==> config.mk <==
export PLATFORM = sky130hd
export DESIGN_NAME = timer_sequencer_host
export DESIGN_NICKNAME = d
export VERILOG_FILES = /design/src/rtl/timer_sequencer_host.sv
export SDC_FILE = /design/constraint.sdc
export NUM_CORES = 1
export LEC_CHECK = 0
export CORE_UTILIZATION = 36
export CTS_CLUSTER_SIZE = 10
export DETAILED_ROUTE_END_ITERATION = 10
export GPL_TIMING_DRIVEN = 0
export SKIP_CTS_REPAIR_TIMING = 1
export SYNTH_ARGS = -nofsm -noshare
export SYNTH_HDL_FRONTEND = slang
export SYNTH_SLANG_ARGS = --single-unit
==> constraint.sdc <==
create_clock -name clk -period 4.15 [get_ports clk]
set_input_delay 0.83 -clock clk [delete_from_list [all_inputs] [get_ports clk]]
set_output_delay 0.83 -clock clk [all_outputs]
set_load 0.02 [all_outputs]
==> src/rtl/timer_sequencer_host.sv <==
// timer_sequencer_host
//
// Command-driven sequencer for a timer host. It accepts a "wait N timeout
// periods" command, then for each period pulses start_timer, waits for the
// timer to report running, waits for timeout_flag and pulses clear_timeout.
// When all periods are counted it pulses done. While the timer runs it also
// checks for three failures: the timer never starts, timer_count stops
// advancing, or a period runs too long. Each failure ends the command with
// err set.
//
// Ports
//   clk, rst_n          clock, asynchronous active-low reset
//   cmd_valid/ready     command handshake (ready only in IDLE)
//   cmd_periods         number of periods to wait (0 is treated as 1)
//   abort               cancel the active command (ignored in IDLE)
//   start_timer         to timer host: restart the timer
//   pause_timer         to timer host: stop the timer (abort only)
//   clear_timeout       to timer host: clear timeout_flag
//   timer_count         from timer host: current count
//   timeout_flag        from timer host: period elapsed
//   timer_running       from timer host: timer is counting
//   busy                state is not IDLE
//   done                one-cycle completion pulse
//   periods_done        timeouts counted for the current/last command
//   err, err_code       sticky error and cause (01 no-run, 10 stall, 11 watchdog)
module timer_sequencer_host #(
  parameter int TIMER_WIDTH  = 10,
  parameter int PERIOD_WIDTH = 8,
  parameter int RUN_WAIT_MAX = 4,
  parameter int STALL_LIMIT  = 4,
  parameter int WDOG_LIMIT   = 1024
) (
  input  logic                    clk,
  input  logic                    rst_n,
  input  logic                    cmd_valid,
  output logic                    cmd_ready,
  input  logic [PERIOD_WIDTH-1:0] cmd_periods,
  input  logic                    abort,
  output logic                    start_timer,
  output logic                    pause_timer,
  output logic                    clear_timeout,
  input  logic [TIMER_WIDTH-1:0]  timer_count,
  input  logic                    timeout_flag,
  input  logic                    timer_running,
  output logic                    busy,
  output logic                    done,
  output logic [PERIOD_WIDTH-1:0] periods_done,
  output logic                    err,
  output logic [1:0]              err_code
);

  localparam int WAIT_W  = $clog2(RUN_WAIT_MAX) + 1;
  localparam int STALL_W = $clog2(STALL_LIMIT) + 1;

  localparam logic [1:0] CODE_NONE  = 2'b00;
  localparam logic [1:0] CODE_NORUN = 2'b01;
  localparam logic [1:0] CODE_STALL = 2'b10;
  localparam logic [1:0] CODE_WDOG  = 2'b11;

  typedef enum logic [2:0] {
    S_IDLE,
    S_START,
    S_WAIT_RUN,
    S_RUN,
    S_CLEAR,
    S_DONE,
    S_ABORT
  } state_t;

  state_t                  state;
  logic [PERIOD_WIDTH-1:0] target;
  logic [WAIT_W-1:0]       wait_cnt;
  logic [STALL_W-1:0]      stall_cnt;
  logic [15:0]             wdog_cnt;
  logic [TIMER_WIDTH-1:0]  count_prev;
  logic                    count_same;

  // Outputs depend on the state register only, so the timer host never sees
  // a combinational path from any of our inputs.
  assign cmd_ready     = (state == S_IDLE);
  assign busy          = (state != S_IDLE);
  assign start_timer   = (state == S_START);
  assign clear_timeout = (state == S_CLEAR) || (state == S_ABORT);
  assign pause_timer   = (state == S_ABORT);
  assign done          = (state == S_DONE);

  assign count_same = (timer_count == count_prev);

  always_ff @(posedge clk or negedge rst_n) begin
    if (!rst_n) begin
      state        <= S_IDLE;
      target       <= '0;
      wait_cnt     <= '0;
      stall_cnt    <= '0;
      wdog_cnt     <= '0;
      count_prev   <= '0;
      periods_done <= '0;
      err          <= 1'b0;
      err_code     <= CODE_NONE;
    end else begin
      // Previous-cycle count, used to detect a stalled timer.
      count_prev <= timer_count;

      // Abort wins over everything. ABORT itself always returns to IDLE so
      // the pause/clear pulse lasts exactly one cycle even if abort is held.
      if (abort && (state != S_IDLE) && (state != S_ABORT)) begin
        state <= S_ABORT;
      end else begin
        case (state)
          S_IDLE: begin
            if (cmd_valid) begin
              target       <= (cmd_periods == '0) ? PERIOD_WIDTH'(1) : cmd_periods;
              periods_done <= '0;
              err          <= 1'b0;
              err_code     <= CODE_NONE;
              state        <= S_START;
            end
          end

          S_START: begin
            wait_cnt <= '0;
            state    <= S_WAIT_RUN;
          end

          S_WAIT_RUN: begin
            if (timer_running) begin
              stall_cnt <= '0;
              wdog_cnt  <= '0;
              state     <= S_RUN;
            end else if (wait_cnt == WAIT_W'(RUN_WAIT_MAX - 1)) begin
              err      <= 1'b1;
              err_code <= CODE_NORUN;
              state    <= S_IDLE;
            end else begin
              wait_cnt <= wait_cnt + 1'b1;
            end
          end

          S_RUN: begin
            if (timeout_flag) begin
              if (periods_done != '1) begin
                periods_done <= periods_done + 1'b1;
              end
              state <= S_CLEAR;
            end else if (!timer_running ||
                         (count_same && (stall_cnt == STALL_W'(STALL_LIMIT - 1)))) begin
              err      <= 1'b1;
              err_code <= CODE_STALL;
              state    <= S_IDLE;
            end else if (wdog_cnt == 16'(WDOG_LIMIT - 1)) begin
              err      <= 1'b1;
              err_code <= CODE_WDOG;
              state    <= S_IDLE;
            end else begin
              wdog_cnt  <= wdog_cnt + 1'b1;
              stall_cnt <= count_same ? stall_cnt + 1'b1 : '0;
            end
          end

          S_CLEAR: begin
            state <= (periods_done == target) ? S_DONE : S_START;
          end

          S_DONE:  state <= S_IDLE;
          S_ABORT: state <= S_IDLE;
          default: state <= S_IDLE;
        endcase
      end
    end
  end

endmodule
==> results of run 1 <==
## path summary, 6_finish.rpt
kind | startpoint | slack (ps) | cells past startpoint | to
setup / recovery | state[0] | 1080 | 4 | start_timer
hold / removal | rst_n | 440 | 1 | wdog_cnt[2]
setup reg to reg | wdog_cnt[0] | 1620 | 9 | stall_cnt[0]
hold reg to reg | wait_cnt[2] | 490 | 2 | wait_cnt[2]
max in group asynchronous | rst_n | 3170 | 2 | state[2]
min in group clk | wait_cnt[2] | 490 | 2 | wait_cnt[2]
## layer usage
metal,vias to the layer above,share of wire,global-route usage
met4,0,0.0045,0.03307
met2,48,0.48,0.2776
met5,-,0,0
li1,1192,-,-
met3,2,0.033,0.03099
met1,1185,0.48,0.2223
## placed cells by master (no fill, tap or decap), drive strengths merged, types with 4 or more instances in the layout
cell type      instances
dfrtp                 54
clkdlybuf4s50         39
nand2                 29
o21ai                 19
nor2                  17
clkbuf                17
nor3                  14
a21oi                 13
inv                   11
nand3                 11
xnor2                 11
xor2                  10
mux2                   8
buf                    8
nand4                  6
ha                     6
and2                   5
nor4                   5
o31ai                  5
or4                    4
or3                    4
and3                   4
a41oi                  4
a31oi                  4
nand2b                 4
## cell type report
type / instances / area [um2]
Fill cell: 739 / 4194
Multi-Input combinational cell: 219 / 1416
Sequential cell: 54 / 1351
Timing Repair Buffer: 41 / 415.4
Tap cell: 102 / 127.6
Clock buffer: 6 / 72.57
Buffer: 17 / 71.32
Inverter: 11 / 41.29
Clock inverter: 2 / 37.54
## sequential cells by signal, indices dropped and copies added, names as in the netlist
signal	count
target	8
wait_cnt	3
err_code	2
periods_done	8
count_prev	10
stall_cnt	3
err	1
state	3
wdog_cnt	16
## synthesized netlist by cell type (4+ instances only)
library cell               number  share of area
sky130_fd_sc_hd__a41oi_1        4          0.012
sky130_fd_sc_hd__a31oi_1        4         0.0087
sky130_fd_sc_hd__and2_1         5          0.011
sky130_fd_sc_hd__nand3_1       11          0.019
sky130_fd_sc_hd__xnor2_1       11          0.033
sky130_fd_sc_hd__or3_1          4         0.0087
sky130_fd_sc_hd__xor2_1        10          0.030
sky130_fd_sc_hd__a21oi_1       13          0.023
sky130_fd_sc_hd__nor3_1        14          0.024
sky130_fd_sc_hd__nand4_1        6          0.013
sky130_fd_sc_hd__o21ai_0       18          0.031
sky130_fd_sc_hd__o31ai_1        5          0.013
sky130_fd_sc_hd__dfrtp_1       54           0.47
sky130_fd_sc_hd__mux2_2         8          0.031
sky130_fd_sc_hd__ha_1           6          0.026
sky130_fd_sc_hd__clkbuf_1      11          0.014
sky130_fd_sc_hd__and3_1         4         0.0087
sky130_fd_sc_hd__nor4_1         5          0.011
sky130_fd_sc_hd__nand2_1       29          0.038
sky130_fd_sc_hd__inv_1         11          0.014
sky130_fd_sc_hd__or4_1          4          0.010
sky130_fd_sc_hd__buf_2          6          0.010
sky130_fd_sc_hd__nor2_1        17          0.022
## critical path, cell delays in order, from the launching register on
cell,delay (ps)
sky130_fd_sc_hd__dfrtp_1,350
sky130_fd_sc_hd__clkbuf_1,290
sky130_fd_sc_hd__clkbuf_1,420
sky130_fd_sc_hd__nor3b_1,240
sky130_fd_sc_hd__clkdlybuf4s50_1,650
## kinds of logic after synthesis
family | share of synthesized area
AOI/OAI and AO/OA | 0.1603
xor gates and xnor gates | 0.06386
adders and majority gates | 0.02606
buffers and inverters | 0.03910
DFF | 0.4692
muxes | 0.03128
and+or+nand+nor | 0.2103
## per-stage QoR
step,worst slack [ps],utilization
2_1_floorplan,1683,-
4_1_cts,1063,0.4573
5_1_grt,921.1,0.4573
3_3_place_gp,480.2,0.4411
3_5_place_dp,966.2,0.4430
6_report,1081,0.4573
## power groups by stage
| stage | clock [W] | sequential (W) | combinational [W] |
|---|---|---|---|
| after detailed placement | 0 | 0.000701 | 0.000615 |
| after global routing | 0.000390 | 0.000701 | 0.000677 |
| after floorplan | 0 | 0.000704 | 0.000392 |
| final | 0.000358 | 0.000689 | 0.000611 |
| after global placement | 0 | 0.000699 | 0.000608 |
| after CTS | 0.000371 | 0.000691 | 0.000616 |
==> flow_summary.yaml, run 1 <==
run_status:
  status: "complete, no violations"
setup_path:
  crit_path_end_kind: "output pin"
  crit_type: "flop to output pin"
  setup.worst_path.start_class: "flop"
  required_ps: 3320
  critPathArrivalTime_ps: 2240
  crit_fanout: 10
logic_synthesis:
  async_flop_share: 1.000
  netlist_area_um2: 2880
  synth-main-ff-cell: "sky130_fd_sc_hd__dfrtp_1"
  post_synth_num_cell_types: 49
  synth_edf_count: 0
  ys_ff_latch: 54
  synthesis.nets: 331
  synth_sequential_area_ratio: 0.4692
  post_synth_inst_count: 301
  avgSynthCellArea_um2: 9.569
  yosys_warnings: 0
layout:
  layoutNonFillerInstCount: 452
  number_of_nets_in_the_finished_design: 379
  final_layout_size_suffix_gt1_frac: 0.07143
  areaGrowthSynthToFinish_pct: 22.68
  insertedDiodeCount: 0
  fin_area_um2: 3533
grt:
  grt_antenna_before_repair: 0
  wire_length_of_the_first_global_routing_pass_um: 11080
  first_global_vias: 2260
  grt.total_usage: 0.1654
  global_route.overflow_total: 0
  grt_max_degree: 39
floorplan:
  core_region_area_um2: 7727
  io-pin-count: 41
  fp_rows: 32
  die_h_um: 91.45
  die_outline_area_um2: 8362
  start_util: 0.3727
  fp.dieW_um: 91.45
clock_tree:
  cts_max_path_buffers: 2
  clkLatencyLatePin_ps: 300
  clk_tree_root_cell: "sky130_fd_sc_hd__clkbuf_8"
  cts_made_buffers: 5
  number_of_sinks_handled_by_clock_tree_synthesis: 54
  cts_htree_levels: 2
  clock_pin_slew_reported_for_the_worst_setup_and_hold_paths_after_clock_tree_synthesis_ps: 100
  tritoncts_clock_tree: "done"
power_and_ir_drop:
  share_comb_of_total_power: 0.368
  fin_total_pwr_w: 0.001658
  pwr_density_cell_nw_per_um2: 469.3
  switchingPower_w: 0.0005763
  fraction_of_power_spent_switching_nets: 0.3476
  vdd.ir_drop.worst_uv: 230.5
  power.internal_w: 0.001082
  pwr-share-clk: 0.216
  share_seq_of_total_power: 0.416
  power.leakage_nw: 1.485
sta:
  final-setup-viol-count: 0
  worst_slew_margin_rel: 0.6111
  grt_setup_unrepaired: "false"
  tightest_hold_margin_ps: 444.6
  layout_min_cycle_time_ps: 3069
  fin_hold_viols: 0
  tns_ps: 0
  worst_slew_pin_tran_ps: 579.8
  achievable-frequency_mhz: 325.8
  finClkSkew_ps: 4.831
  min_period_over_period: 0.7396
  finalMaxSlewViolations: 0
route:
  routedWlPerCell_um: 14.33
  detailedRoute.firstPassIterationCount: 4
  route.detailed.drc: 0
  ant_nets: 0
  routed_via_density: 5.369
  wirelength_um: 6477
  number_of_vias_in_the_routed_layout: 2427
  drt-initial-drc-count: 75
worst_hold_path:
  min_path_type: "primary input to async pin"
placement:
  placement.io_buffers: 40
  dpl.cell_count: 444
  gpl.final_weighted_congestion: 0.8416
  place_hpwl_um: 4761
  dpl_cell_area_um2: 3423
run:
  maxCapViolations: 0
Note: power is estimated with default switching activity, not from simulation.
==> run 2: changes to the inputs <==
==> constraint.sdc (replaced) <==
create_clock -name clk -period 3.2 [get_ports clk]
set_input_delay 0.64 -clock clk [delete_from_list [all_inputs] [get_ports clk]]
set_output_delay 0.64 -clock clk [all_outputs]
set_load 0.02 [all_outputs]
==> results of run 2 <==
The final DEF is identical to that of run 1. Status: complete, no violations.
Main changes from that run: setup slack after placement 966.2 ps -> 206.2 ps; setup slack after layout 1081 ps -> 320.6 ps; hold slack 444.6 ps -> 254.6 ps; register-to-register setup slack 1620 ps -> 670 ps; total power 0.001658 W -> 0.002150 W; worst IR drop on VDD 230.5 uV -> 299.0 uV
